===== src/rtl/cpu_pkg.sv =====
// -----------------------------------------------------------------------------
// cpu_pkg
// Shared CPU definitions used by the ALU, the control unit and the
// multi-cycle multiply/divide unit.
//   DEF_WIDTH  : default datapath width
//   ALU_MUL    : opcode for signed multiply
//   ALU_DIV    : opcode for signed divide
//   md_state_t : mul/div sequencer states
//   is_md_op() : true for an opcode the mul/div unit accepts
// -----------------------------------------------------------------------------
package cpu_pkg;

    localparam int DEF_WIDTH = 32;

    localparam logic [4:0] ALU_MUL = 5'b01111;
    localparam logic [4:0] ALU_DIV = 5'b10000;

    typedef enum logic [1:0] {
        MD_IDLE,
        MD_ITER,
        MD_FIN,
        MD_DONE
    } md_state_t;

    function automatic logic is_md_op(input logic [4:0] op);
        return (op == ALU_MUL) || (op == ALU_DIV);
    endfunction

endpackage


===== src/rtl/mul_div_unit_if.sv =====
// -----------------------------------------------------------------------------
// mul_div_unit_if
// Request/response bundle between the control unit (master) and the
// multiply/divide unit (slave).
//   start, alu_control, a, b        : request, master -> slave
//   busy, done, result, div_by_zero : status/result, slave -> master
// -----------------------------------------------------------------------------
interface mul_div_unit_if #(
    parameter int WIDTH = cpu_pkg::DEF_WIDTH
) ();

    logic                 start;
    logic [4:0]           alu_control;
    logic [WIDTH-1:0]     a;
    logic [WIDTH-1:0]     b;
    logic                 busy;
    logic                 done;
    logic [2*WIDTH-1:0]   result;
    logic                 div_by_zero;

    modport master (
        output start, alu_control, a, b,
        input  busy, done, result, div_by_zero
    );

    modport slave (
        input  start, alu_control, a, b,
        output busy, done, result, div_by_zero
    );

endinterface


===== src/rtl/md_addsub.sv =====
// -----------------------------------------------------------------------------
// md_addsub
// W-bit adder/subtractor: sum_o = sub_i ? x_i - y_i : x_i + y_i.
// One carry chain serves the Booth step, the non-restoring step and the
// remainder restore.
//   x_i, y_i : operands
//   sub_i    : 1 selects subtraction
//   sum_o    : result, modulo 2^W
// -----------------------------------------------------------------------------
module md_addsub #(
    parameter int W = 33
) (
    input  logic [W-1:0] x_i,
    input  logic [W-1:0] y_i,
    input  logic         sub_i,
    output logic [W-1:0] sum_o
);

    // Two's-complement subtract as invert-and-carry-in on a single adder.
    assign sum_o = x_i + (y_i ^ {W{sub_i}}) + W'(sub_i);

endmodule


===== src/rtl/mul_div_unit.sv =====
// -----------------------------------------------------------------------------
// mul_div_unit
// Multi-cycle signed multiply / divide, radix-2, one step per clock.
//   MUL : full 2*WIDTH-bit signed product (Booth recoding).
//   DIV : non-restoring division on magnitudes, then sign fix-up;
//         result = {remainder, quotient}, quotient truncates toward zero.
// Ports:
//   clk : clock, rising edge
//   clr : asynchronous active-low reset
//   md  : slave side of mul_div_unit_if (start/alu_control/a/b in,
//         busy/done/result/div_by_zero out, all outputs registered)
// Latency: start accepted in cycle N -> done in N+WIDTH+2
//          (N+2 for divide by zero).
// -----------------------------------------------------------------------------
module mul_div_unit
    import cpu_pkg::*;
#(
    parameter int WIDTH = DEF_WIDTH,
    parameter int CNT_W = 6          // 2**CNT_W must exceed WIDTH
) (
    input  logic            clk,
    input  logic            clr,
    mul_div_unit_if.slave   md
);

    localparam int AW = WIDTH + 1;

    md_state_t            state_q;
    logic [CNT_W-1:0]     cnt_q;
    logic                 is_div_q;
    logic                 dz_q;        // current DIV has a zero divisor
    logic                 q1_q;        // Booth q(-1) bit
    logic                 neg_q_q;     // quotient must be negated
    logic                 neg_r_q;     // remainder must be negated
    logic [AW-1:0]        acc_q;       // MUL: high accumulator, DIV: partial remainder
    logic [WIDTH-1:0]     mq_q;        // MUL: multiplier, DIV: dividend -> quotient
    logic [WIDTH-1:0]     opb_q;       // MUL: multiplicand, DIV: divisor magnitude
    logic                 busy_q;
    logic                 done_q;
    logic                 dbz_q;
    logic [2*WIDTH-1:0]   result_q;

    // ---------------------------------------------------------------------
    // Request decode (IDLE only)
    // ---------------------------------------------------------------------
    logic             div_req;
    logic             b_zero;
    logic [WIDTH-1:0] a_mag;
    logic [WIDTH-1:0] b_mag;

    assign div_req = (md.alu_control == ALU_DIV);
    assign b_zero  = (md.b == '0);
    // Magnitude of the most negative value is 2^(WIDTH-1), still exact unsigned.
    assign a_mag   = md.a[WIDTH-1] ? -md.a : md.a;
    assign b_mag   = md.b[WIDTH-1] ? -md.b : md.b;

    // ---------------------------------------------------------------------
    // Shared adder operand select
    // ---------------------------------------------------------------------
    logic [AW-1:0] as_x;
    logic [AW-1:0] as_y;
    logic          as_sub;
    logic [AW-1:0] as_sum;

    always_comb begin
        // Default covers the FIN restore: remainder + divisor.
        as_x   = acc_q;
        as_y   = {1'b0, opb_q};
        as_sub = 1'b0;
        if (state_q == MD_ITER) begin
            if (is_div_q) begin
                // Shift next dividend bit in; subtract while remainder >= 0.
                as_x   = {acc_q[WIDTH-1:0], mq_q[WIDTH-1]};
                as_sub = ~acc_q[WIDTH];
            end else begin
                // Booth pair 10 subtracts, 01 adds; 00/11 bypass below.
                as_y   = {opb_q[WIDTH-1], opb_q};
                as_sub = mq_q[0];
            end
        end
    end

    md_addsub #(.W(AW)) u_addsub (
        .x_i   (as_x),
        .y_i   (as_y),
        .sub_i (as_sub),
        .sum_o (as_sum)
    );

    logic [AW-1:0] booth_acc;
    assign booth_acc = (mq_q[0] ^ q1_q) ? as_sum : acc_q;

    // ---------------------------------------------------------------------
    // FIN correction
    // ---------------------------------------------------------------------
    logic [WIDTH-1:0]   rem;
    logic [2*WIDTH-1:0] fin_res;

    always_comb begin
        rem     = acc_q[WIDTH] ? as_sum[WIDTH-1:0] : acc_q[WIDTH-1:0];
        fin_res = {acc_q[WIDTH-1:0], mq_q};
        if (is_div_q) begin
            if (dz_q)
                fin_res = {mq_q, {WIDTH{1'b1}}};
            else
                fin_res = {neg_r_q ? -rem : rem, neg_q_q ? -mq_q : mq_q};
        end
    end

    // ---------------------------------------------------------------------
    // Sequencer with registered outputs
    // ---------------------------------------------------------------------
    always_ff @(posedge clk or negedge clr) begin
        if (!clr) begin
            state_q  <= MD_IDLE;
            cnt_q    <= '0;
            is_div_q <= 1'b0;
            dz_q     <= 1'b0;
            q1_q     <= 1'b0;
            neg_q_q  <= 1'b0;
            neg_r_q  <= 1'b0;
            acc_q    <= '0;
            mq_q     <= '0;
            opb_q    <= '0;
            busy_q   <= 1'b0;
            done_q   <= 1'b0;
            dbz_q    <= 1'b0;
            result_q <= '0;
        end else begin
            done_q <= 1'b0;
            case (state_q)
                MD_IDLE: begin
                    if (md.start && is_md_op(md.alu_control)) begin
                        is_div_q <= div_req;
                        dz_q     <= div_req && b_zero;
                        cnt_q    <= '0;
                        acc_q    <= '0;
                        q1_q     <= 1'b0;
                        busy_q   <= 1'b1;
                        dbz_q    <= 1'b0;
                        neg_q_q  <= md.a[WIDTH-1] ^ md.b[WIDTH-1];
                        neg_r_q  <= md.a[WIDTH-1];
                        if (div_req) begin
                            opb_q   <= b_mag;
                            // Divide by zero returns the raw dividend as remainder.
                            mq_q    <= b_zero ? md.a : a_mag;
                            state_q <= b_zero ? MD_FIN : MD_ITER;
                        end else begin
                            opb_q   <= md.a;
                            mq_q    <= md.b;
                            state_q <= MD_ITER;
                        end
                    end
                end
                MD_ITER: begin
                    cnt_q <= cnt_q + CNT_W'(1);
                    if (is_div_q) begin
                        acc_q <= as_sum;
                        mq_q  <= {mq_q[WIDTH-2:0], ~as_sum[WIDTH]};
                    end else begin
                        // Arithmetic right shift of {acc, multiplier, q-1}.
                        acc_q <= {booth_acc[WIDTH], booth_acc[WIDTH:1]};
                        mq_q  <= {booth_acc[0], mq_q[WIDTH-1:1]};
                        q1_q  <= mq_q[0];
                    end
                    if (cnt_q == CNT_W'(WIDTH - 1))
                        state_q <= MD_FIN;
                end
                MD_FIN: begin
                    result_q <= fin_res;
                    busy_q   <= 1'b0;
                    done_q   <= 1'b1;
                    dbz_q    <= dz_q;
                    state_q  <= MD_DONE;
                end
                MD_DONE: begin
                    state_q <= MD_IDLE;
                end
                default: begin
                    state_q <= MD_IDLE;
                end
            endcase
        end
    end

    assign md.busy        = busy_q;
    assign md.done        = done_q;
    assign md.result      = result_q;
    assign md.div_by_zero = dbz_q;

endmodule


===== src/flat_wrapper.sv =====
// flat-port wrapper written by rule: the top's interface ports become plain ports
module mul_div_unit_flat import cpu_pkg::*;
#(
    parameter int WIDTH = DEF_WIDTH,
    parameter int CNT_W = 6                                       
)
  (clk, clr, md_start, md_alu_control, md_a, md_b, md_busy, md_done, md_result, md_div_by_zero);
  mul_div_unit_if #(.WIDTH(WIDTH)) md_i ();
  input  logic clk;
  input  logic clr;
  input wire logic [$bits(md_i.start)-1:0] md_start;
  input wire logic [$bits(md_i.alu_control)-1:0] md_alu_control;
  input wire logic [$bits(md_i.a)-1:0] md_a;
  input wire logic [$bits(md_i.b)-1:0] md_b;
  output wire logic [$bits(md_i.busy)-1:0] md_busy;
  output wire logic [$bits(md_i.done)-1:0] md_done;
  output wire logic [$bits(md_i.result)-1:0] md_result;
  output wire logic [$bits(md_i.div_by_zero)-1:0] md_div_by_zero;
  assign md_i.start = md_start;
  assign md_i.alu_control = md_alu_control;
  assign md_i.a = md_a;
  assign md_i.b = md_b;
  assign md_busy = md_i.busy;
  assign md_done = md_i.done;
  assign md_result = md_i.result;
  assign md_div_by_zero = md_i.div_by_zero;
  mul_div_unit #(.WIDTH(WIDTH), .CNT_W(CNT_W)) u_core (.clk(clk), .clr(clr), .md(md_i));
endmodule

===== config.mk =====
export PLATFORM = sky130hd
export DESIGN_NAME = mul_div_unit_flat
export DESIGN_NICKNAME = d
export VERILOG_FILES = /design/src/rtl/cpu_pkg.sv /design/src/rtl/mul_div_unit_if.sv /design/src/rtl/md_addsub.sv /design/src/rtl/mul_div_unit.sv /design/src/flat_wrapper.sv
export SDC_FILE = /design/constraint.sdc
export NUM_CORES = 1
export LEC_CHECK = 0
export BUFFER_PORTS_ARGS = -buffer_cell sky130_fd_sc_hd__buf_2
export CORE_MARGIN = 5
export CORE_UTILIZATION = 55
export CTS_CLUSTER_DIAMETER = 100
export DETAILED_ROUTE_END_ITERATION = 10
export PLACE_DENSITY = 0.72
export SYNTH_ARGS = -nofsm -noshare
export SYNTH_HDL_FRONTEND = slang
export SYNTH_SLANG_ARGS = --single-unit
export TNS_END_PERCENT = 5

===== constraint.sdc =====
create_clock -name clk -period 5.7 [get_ports clk]
set_input_delay 0.285 -clock clk [delete_from_list [all_inputs] [get_ports clk]]
set_output_delay 0.285 -clock clk [all_outputs]
set_load 0.05 [all_outputs]

Yosys cells after proc, flatten, opt, wreduce, memory -nomap -nowiden
Index checks and enable logic that the tools add are counted.
{ "word_totals": {"inputBits": 72, "register_bits": 177, "wordCells": 84, "output_inout_bits": 67} }
{ "op_classes": {"reduce_logical": 12, "n_eq_ne": 9, "n_bitwise": 5, "add_sub_neg": 7, "muxes": 37} }
{ "op_table": {"columns": ["operator", "n"], "rows": [
  ["32-bit 2-to-1 mux", 10],
  ["33-bit 2-to-1 mux", 7],
  ["64-bit 2-to-1 mux", 2],
  ["32-bit negation", 4],
  ["33-bit case mux with 2 select lines", 1],
  ["32-bit case mux with 2 select lines", 1],
  ["33-bit by 1-bit adder with 33-bit output", 1],
  ["33-bit adder", 1],
  ["33-bit bitwise XOR", 1],
  ["32-bit logical NOT", 1],
  ["6-bit case mux with 2 select lines", 1],
  ["2-bit 2-to-1 mux", 4],
  ["2-bit case mux with 4 select lines", 1],
  ["2-bit AND reduction", 4],
  ["6-bit by 1-bit adder with 6-bit output, second input constant", 1],
  ["6-bit by 5-bit == test with 1-bit output, second input constant", 1],
  ["1-bit 2-to-1 mux", 6],
  ["6-bit 2-to-1 mux", 1],
  ["1-bit case mux with 2 select lines", 3],
  ["5-bit by 4-bit == test with 1-bit output, second input constant", 1],
  ["5-bit == test, second input constant", 1],
  ["2-bit == test, second input constant", 2],
  ["2-bit != test, second input constant", 2],
  ["2-bit nonzero test", 2],
  ["other kinds (8)", 11]
]} }

Logic depth before layout (Yosys ltp)
Gate-level depths: netlist (run 1).
{ "logic_depth": {"depth_word": 11, "mapped_depth": 20, "ltp_nobuf": 17} }

By module
Synthesis (run 1) repeated with hierarchy kept, for this count alone.
{ "hier_totals": {"cells_unflattened": 1906, "hier_area_um2": 15092.0} }
{ "modules_own_cells": {"columns": ["mod", "area_per_inst_um2", "n_inst", "cells_per_inst", "seq_area_each_um2"], "rows": [
  ["mul_div_unit", 12839.8, 1, 1582, 4429.2],
  ["md_addsub", 2252.2, 1, 324, 0.0]
]} }

Worst setup path before layout (run 1)
No wires, ideal clock.
{ "synth_path": {"path_type": "flip-flop to flip-flop", "from": "register u_core.is_div_q", "to": "register u_core.result_q[63], in the netlist u_core.md.result[63]", "n_path_buf": 3, "stages_incl_launch_ff": 18, "setup_ns": 0.087, "arrival_time_ns": 5.064, "period_less_slack_ns": 5.150, "required_time_ns": 5.613, "setup_slack_ns": 0.550, "path_cell_list": "dfrtp_1 -> clkbuf_1 -> clkbuf_1 -> o211ai_1 -> clkbuf_1 -> xnor2_1 -> fa_1 -> a21o_1 -> a311o_1 -> a21o_1 -> a221oi_4 -> o311a_2 -> and4_1 -> nand3_2 -> or3b_4 -> or4_4 -> mux2_4 -> a211oi_2"} }
{ "synth_via": {"elab_chain_cells": 10, "elab_cells_between_ends": 12, "classes_between": "add/sub: 3; mux: 8; bitwise: 1"} }
{ "synth_rtl": {"columns": ["item", "line_no", "source"], "rows": [
  ["start: declaration", "mul_div_unit.sv:30", "logic is_div_q;"],
  ["start signal: assignment", "mul_div_unit.sv:134", "is_div_q <= div_req;"],
  ["1-bit 2-to-1 mux", "mul_div_unit.sv:71", "if (is_div_q) begin"],
  ["1-bit 2-to-1 mux", "mul_div_unit.sv:70", "if (state_q == MD_ITER) begin"],
  ["33-bit bitwise XOR", "md_addsub.sv:20", "assign sum_o = x_i + (y_i ^ {W{sub_i}}) + W'(sub_i);"],
  ["33-bit adder", "md_addsub.sv:20", null],
  ["33-bit by 1-bit adder with 33-bit output", "md_addsub.sv:20", null],
  ["32-bit 2-to-1 mux", "mul_div_unit.sv:100", "rem = acc_q[WIDTH] ? as_sum[WIDTH-1:0] : acc_q[WIDTH-1:0];"],
  ["32-bit negation", "mul_div_unit.sv:106", "fin_res = {neg_r_q ? -rem : rem, neg_q_q ? -mq_q : mq_q};"],
  ["32-bit 2-to-1 mux", "mul_div_unit.sv:106", null],
  ["64-bit 2-to-1 mux", "mul_div_unit.sv:103", "if (dz_q)"],
  ["64-bit 2-to-1 mux (*)", "mul_div_unit.sv:102", "if (is_div_q) begin"],
  ["end signal: assignment", "mul_div_unit.sv:170", "result_q <= fin_res;"],
  ["end: declaration", "mul_div_unit.sv:41", "logic [2*WIDTH-1:0] result_q;"]
]} }
Every way passes the cells marked *; elsewhere a longest branch is shown, timed or not.
A chain may end at the register's enable or synchronous reset.

Final worst setup path (run 1)
{ "layout_path": {"from": "register u_core.state_q[1]", "to": "register u_core.result_q[63], in the netlist u_core.md.result[63]"} }
{ "layout_via": {"elab_chain_cells": 10, "elab_cells_between_ends": 13, "classes_between": "add/sub: 3; eq/ne: 2; mux: 7; bitwise: 1"} }
{ "layout_rtl": {"columns": ["item", "line_no", "source"], "rows": [
  ["start: declaration", "mul_div_unit.sv:28", "md_state_t state_q;"],
  ["start signal: assignment", "mul_div_unit.sv:147", "state_q <= b_zero ? MD_FIN : MD_ITER;"],
  ["2-bit by 1-bit == test with 1-bit output", "mul_div_unit.sv:70", null],
  ["33-bit 2-to-1 mux / 1-bit 2-to-1 mux (equally long branches)", "mul_div_unit.sv:70", null],
  ["33-bit bitwise XOR", "md_addsub.sv:20", null],
  ["33-bit adder", "md_addsub.sv:20", null],
  ["33-bit by 1-bit adder with 33-bit output", "md_addsub.sv:20", null],
  ["32-bit 2-to-1 mux", "mul_div_unit.sv:100", null],
  ["32-bit negation", "mul_div_unit.sv:106", null],
  ["32-bit 2-to-1 mux", "mul_div_unit.sv:106", null],
  ["64-bit 2-to-1 mux", "mul_div_unit.sv:103", null],
  ["64-bit 2-to-1 mux", "mul_div_unit.sv:102", null]
]} }
Parallel ways exist; a longest one is shown, timed or not.

==> results of run 1 <==
[flip-flops by register name (all words and copies together), names as in the netlist]
| name | cells |
|---|---|
| u_core.neg_q_q | 1 |
| u_core.state_q | 2 |
| u_core.md.div_by_zero | 1 |
| u_core.is_div_q | 1 |
| u_core.q1_q | 1 |
| u_core.dz_q | 1 |
| u_core.md.busy | 1 |
| u_core.md.done | 1 |
| u_core.cnt_q | 6 |
| u_core.md.result | 64 |
| u_core.mq_q | 32 |
| u_core.acc_q | 33 |
| u_core.neg_r_q | 1 |
| u_core.opb_q | 32 |
[layout by cell type (no fill, tap or decap), types with 38 or more instances in the layout]
cell and instances:
nand2_1 263, a21oi_1 205, o21ai_0 201, dfrtp_1 176, nor2_1 146, buf_2 137, xor2_1 101, xnor2_1 77
o211ai_1 63, inv_1 41, mux2_2 40, mux2i_1 40, ha_1 38
[cell usage after synthesis, drive strengths merged, types with 4 or more instances]
master and number:
nand2 265, a21oi 205, o21ai 203, dfrtp 177
nor2 146, clkbuf 126, xor2 102, xnor2 78
o211ai 64, inv 42, mux2 41, mux2i 40
ha 39, o31ai 36, nand3 33, nor3 25
a22o 23, buf 22, nor4 22, o41ai 20
a211oi 17, a21o 17, a31oi 15, nand4 14
or4 14, nor2b 12, or3 12, and2 10
nand2b 8, o21a 8, o22ai 7, a32o 6
a21boi 5, and3 5, o2111ai 4, or2 4
[cell families (layout without fill, tap and decap cells)]
logic type	count (synthesis)	in the layout	synth area share (%)
AOI/OAI and AO/OA	665	665	27.9
and+or+nand+nor	582	582	17.7
buffers and inverters	191	245	4.88
xor gates and xnor gates	180	180	10.6
DFF	177	177	29.7
muxes	81	81	5.81
adders and majority gates	40	40	3.41
[routing by layer]
metal,vias up,share of wire [%],track usage [%]
met5,-,0,0
met4,0,3.7,12.0
met3,71,9.6,5.11
met2,818,41,45.1
met1,7013,46,50.4
li1,6988,-,-
[final timing paths]
check / start / endpoint / depth (start not counted)
min in group asynchronous: clr / u_core.md.result[14]$_DFFE_PN0P_ / 2
worst min-delay path: md_a[31] / u_core.neg_r_q$_DFFE_PN0P_ / 2
worst min register to register: u_core.md.div_by_zero$_DFFE_PN0P_ / u_core.md.div_by_zero$_DFFE_PN0P_ / 1
max in group asynchronous: clr / u_core.acc_q[31]$_DFFE_PN0P_ / 3
worst max-delay path: u_core.state_q[1]$_DFFE_PN0P_ / u_core.md.result[63]$_DFFE_PN0P_ / 17
worst max register to register: u_core.state_q[1]$_DFFE_PN0P_ / u_core.md.result[63]$_DFFE_PN0P_ / 17
[power breakdown]
group	internal [µW]	switching (µW)
logic	2260	4470
clock network	605	615
registers	1800	709
[worst max-delay path, cell delays in order (launching register included)]
cell and delay, ns:
dfrtp_1 0.39, inv_1 0.10, ha_1 0.31, and2_1 0.22, buf_12 0.20, mux2_2 0.36, ha_1 0.36, a21oi_1 0.35
o21bai_1 0.26, a22oi_1 0.22, o211ai_1 0.17, a21oi_1 0.31, xor2_1 0.39, a31o_1 0.28, or3b_4 0.44, or4_4 0.47
mux2_4 0.32, a211oi_2 0.17
[per-stage QoR]
| step | worst slack [ns] | instances | hold WS [ns] |
|---|---|---|---|
| 6_report | 0.297 | 2311 | 0.188 |
| 5_1_grt | 0.0361 | 2311 | 0.204 |
| 4_1_cts | 0.418 | 2311 | 0.169 |
| 3_5_place_dp | 0.437 | 2278 | 0.285 |
| 3_3_place_gp | 0.598 | 2278 | 0.287 |
| 2_1_floorplan | 0.550 | 1916 | -0.0106 |
[area by class of cell]
class	count	area, µm²	share of cell area (%)
flip-flops and latches	177	4430	27.1
well taps	341	427	2.61
multi-input cells	1548	9770	59.8
repair buffers	170	952	5.83
inverters	43	161	0.987
clock buffers	18	439	2.69
clock inverters	14	161	0.987
==> impl_metrics.tcl, run 1 <==
set metrics [dict create \
    rows 60 \
    p_total_uw 10500 \
    yosysUniqueCellTypes 87 \
    hold_buffers 1 \
    yosys-top-cells-area "dfrtp_1 (30%), a21oi_1 (6.9%), o21ai_0 (6.8%), nand2_1 (6.7%), xor2_1 (5.9%)" \
    finalSetupTns_ns 0 \
    synthToLayoutAreaGrowth_pct 9.68 \
    run_status "completed" \
    via_per_inst 6.44 \
    drive_above_1_share_pct 13.9 \
    final_area_um2 16300 \
    synth_nets 2028 \
    io_pins 139 \
    timing.final.hold_violations 0 \
    slew_violations 0 \
    syn_inst 1916 \
    grt.overflow.total 0 \
    cts_tree "built" \
    setup_viol 0 \
    startpoint_type "register" \
    die_x_um 175 \
    finalCriticalPeriod_ns 5.40 \
    clockRootBuffer "clkbuf_16" \
    clk_latency_ns 0.45 \
    final.setup_skew_ns 0.0202 \
    tightest_slew_ns 1.09 \
    cts_max_path_buffers 2 \
    grt_max_degree 121 \
    cp_max_fo 34 \
    synth_top_area_cell "dfrtp_1" \
    die_area_um2 30500 \
    drt-total-wl_um 50700 \
    drt_iter0_markers 1871 \
    vias 14900 \
    power.leakage_uw 0.00675 \
    synth-edff-count 0 \
    crit_required_ns 6.06 \
    worst-endpoint-arrival_ns 5.76 \
    antenna_left 0 \
    timing.fmax_ghz 0.185 \
    n_antenna_cell 0 \
    track_usage_pct 32.4 \
    fin_util_pct 61.0 \
    cap_violations 0 \
    dpl-instance-area_um2 15700 \
    drt_pass1_iterations 5 \
    post_cts_buffers 0 \
    crit_type "register to register" \
    detail_route.wl_per_cell_um 21.9 \
    start_util_pct 55.6 \
    yosysSeqAreaShare_pct 29.7 \
    reg2reg_slack_ns 0.30 \
    drc 0 \
    grt_pass1_vias 13400 \
    synth_warnings 0 \
    clkSinkCount 177 \
    p_per_area_nw_per_um2 640 \
    hold_class "input port to register" \
    cts_buffers 17 \
    syn_area_per_cell_um2 7.78 \
    die_h_um 175 \
    rsz0062_at_grt "false" \
    port_buffers 138 \
    core-area_um2 26800 \
    syn-cell-area_um2 14900 \
    clk_pin_slew_ns 0.08 \
    critPathCaptureType "register" \
    cts_resized 0 \
    antenna_found_initial 0 \
    ys.flop_type "dfrtp_1" \
    htree_levels 4 \
    fin_crit_sh_pct 94.8 \
    nFillCells 2484 \
    place_congestion 1.00 \
    ys_ff_latch 177 \
    vdd_drop_max_v 0.000248 \
    async_flop_share_pct 100 \
    nets 2069 \
    dpl.hpwl_um 38000 \
    slew_headroom_pct 27.1 \
    netlist.area_leader.share_pct 29.7 \
    grt_pass1_wl_um 79000 \
]
Note: power is estimated with default switching activity, not from simulation.
==> run 2, diff against run 1 <==
==> constraint.sdc (replaced) <==
create_clock -name clk -period 5.7 [get_ports clk]
set_input_delay 0.855 -clock clk [delete_from_list [all_inputs] [get_ports clk]]
set_output_delay 0.855 -clock clk [all_outputs]
set_load 0.05 [all_outputs]
==> run 2 against run 1 <==
Sequential share of layout area is essentially flat. Die area is the same. Count of clock-buffer cells in the layout shrank 1. Clock power is essentially flat. Core utilization grew 0.11 points. Hold slack gained 0.23 ns. Largest cell class unchanged. Non-clock buffer count shrank 1. Sequential power is essentially flat. Final cell count is the same. Highest routed layer unchanged. Clock skew shrank 0.00051 ns. Register-to-register slack gained 0.02 ns.
==> impl_metrics.tcl, run 2 (synthesis results as in run 1) <==
set metrics [dict create \
    crit_slowest_cell "or4_4" \
    largest_reg_flops 64 \
    p_total_uw 10500 \
    timing.fmax_ghz 0.186 \
    port_buffers 138 \
    die_h_um 175 \
    crit_top_cell "ha_1" \
    critPathCaptureType "register" \
    dpl.hpwl_um 38100 \
    timing.final.hold_violations 0 \
    cp_max_fo 34 \
    via_per_inst 6.50 \
    rsz0062_at_grt "false" \
    grt_pass1_vias 13200 \
    detail_route.wl_per_cell_um 22.0 \
    place_congestion 0.989 \
    crit_type "register to register" \
    vdd_drop_max_v 0.000266 \
    cts_max_path_buffers 2 \
    track_usage_pct 32.1 \
    layout_commonest_cell "nand2_1" \
    tightest_slew_ns 1.11 \
    drc 0 \
    stdcell_count 2311 \
    antenna_found_initial 0 \
    final.setup_skew_ns 0.0197 \
    clkSinkCount 177 \
    r2r_start "u_core.state_q[1]$_DFFE_PN0P_" \
    max_stage_delay_ns 0.61 \
    nets 2068 \
    grt_pass1_wl_um 78100 \
    fin_crit_sh_pct 94.4 \
    finalSetupTns_ns 0 \
    clockRootBuffer "clkbuf_16" \
    worstPathCellList "inv_1, ha_1, and2_1, buf_12, mux2_2, ha_1, a21oi_1, nor2_1, o41ai_4, a211o_1, o221ai_1, or4_4, nor4_4, o211ai_1, o21ai_0, xnor2_1, o221a_2" \
    path_buf_inv 2 \
    worst_slack_ns 0.320 \
    most-common-layout-cells "nand2_1 (263), a21oi_1 (205), o21ai_0 (201), dfrtp_1 (176), nor2_1 (146)" \
    crit_family "compound AO/OA/AOI/OAI gates" \
    drt_iter0_markers 1979 \
    synthToLayoutAreaGrowth_pct 9.87 \
    die_area_um2 30500 \
    cts_buffers 17 \
    p_per_area_nw_per_um2 640 \
    nFillCells 2498 \
    cap_violations 0 \
    core-area_um2 26800 \
    power.leakage_uw 0.00676 \
    htree_levels 4 \
    die_x_um 175 \
    place_inst 2278 \
    run_status "completed" \
    crit_required_ns 6.04 \
    start_util_pct 55.6 \
    fin_util_pct 61.1 \
    grt.overflow.total 0 \
    hold_class "input port to async pin" \
    slew_headroom_pct 25.7 \
    antenna_left 0 \
    finalCriticalPeriod_ns 5.38 \
    cp.depth 17 \
    clk_latency_ns 0.45 \
    drt_pass1_iterations 5 \
    vias 15000 \
    dpl_worst_slack_ns 0.414 \
    setup_viol 0 \
    reg2regPathDepth 17 \
    cts_tree "built" \
    drt-total-wl_um 50800 \
    worst-endpoint-arrival_ns 5.72 \
    startpoint_type "register" \
    rows 60 \
    drive_above_1_share_pct 14.0 \
    slew_violations 0 \
    clk_pin_slew_ns 0.08 \
    io_pins 139 \
    crit_path_start "u_core.state_q[1]$_DFFE_PN0P_" \
    hold_buffers 0 \
    grt_max_degree 121 \
]
## run 2: power breakdown
group          switching [µW]  internal (µW)
clock                     620            599
combinational            4480           2270
sequential                706           1800
## run 2: cell type report
cell class | instances | area (µm²) | area share [%]
inverters | 43 | 161 | 0.986
clock buffers | 17 | 425 | 2.60
multi-input cells | 1548 | 9790 | 59.8
repair buffers | 169 | 955 | 5.83
flip-flops and latches | 177 | 4430 | 27.1
well taps | 341 | 427 | 2.61
clock inverters | 15 | 178 | 1.09
diodes | 1 | 2.50 | 0.0153
## run 2: worst paths after layout
kind / end / slack [ns]
max: u_core.md.result[58]$_DFFE_PN0P_ / 0.32
min: u_core.md.result[14]$_DFFE_PN0P_ / 0.42
max reg2reg: u_core.md.result[58]$_DFFE_PN0P_ / 0.32
min reg2reg: u_core.md.result[51]$_DFFE_PN0P_ / 0.50
max in group asynchronous: u_core.acc_q[31]$_DFFE_PN0P_ / 4.28
min in group clk: u_core.md.result[51]$_DFFE_PN0P_ / 0.50
## run 2: per-stage QoR
stage                     hold slack, ns  area [µm²]
final                              0.419       16400
after global placement             0.482       15700
after CTS                          0.466       16400
after global routing               0.486       16400
after floorplan                    0.464       14900
after detailed placement           0.486       15700
## run 2: what timing repair did
action,CTS,global route
endpoints found under the setup margin,0,1
buffers inserted,0,0
gates resized for setup,0,3
## run 2: layer usage
layer / routed length, µm / global-route usage, % / vias up
met2: 21100 / 45.3 / 830
met5: 0 / 0 / -
li1: - / - / 6994
met4: 1740 / 10.9 / 0
met1: 22600 / 49.3 / 7114
met3: 5340 / 6.06 / 78
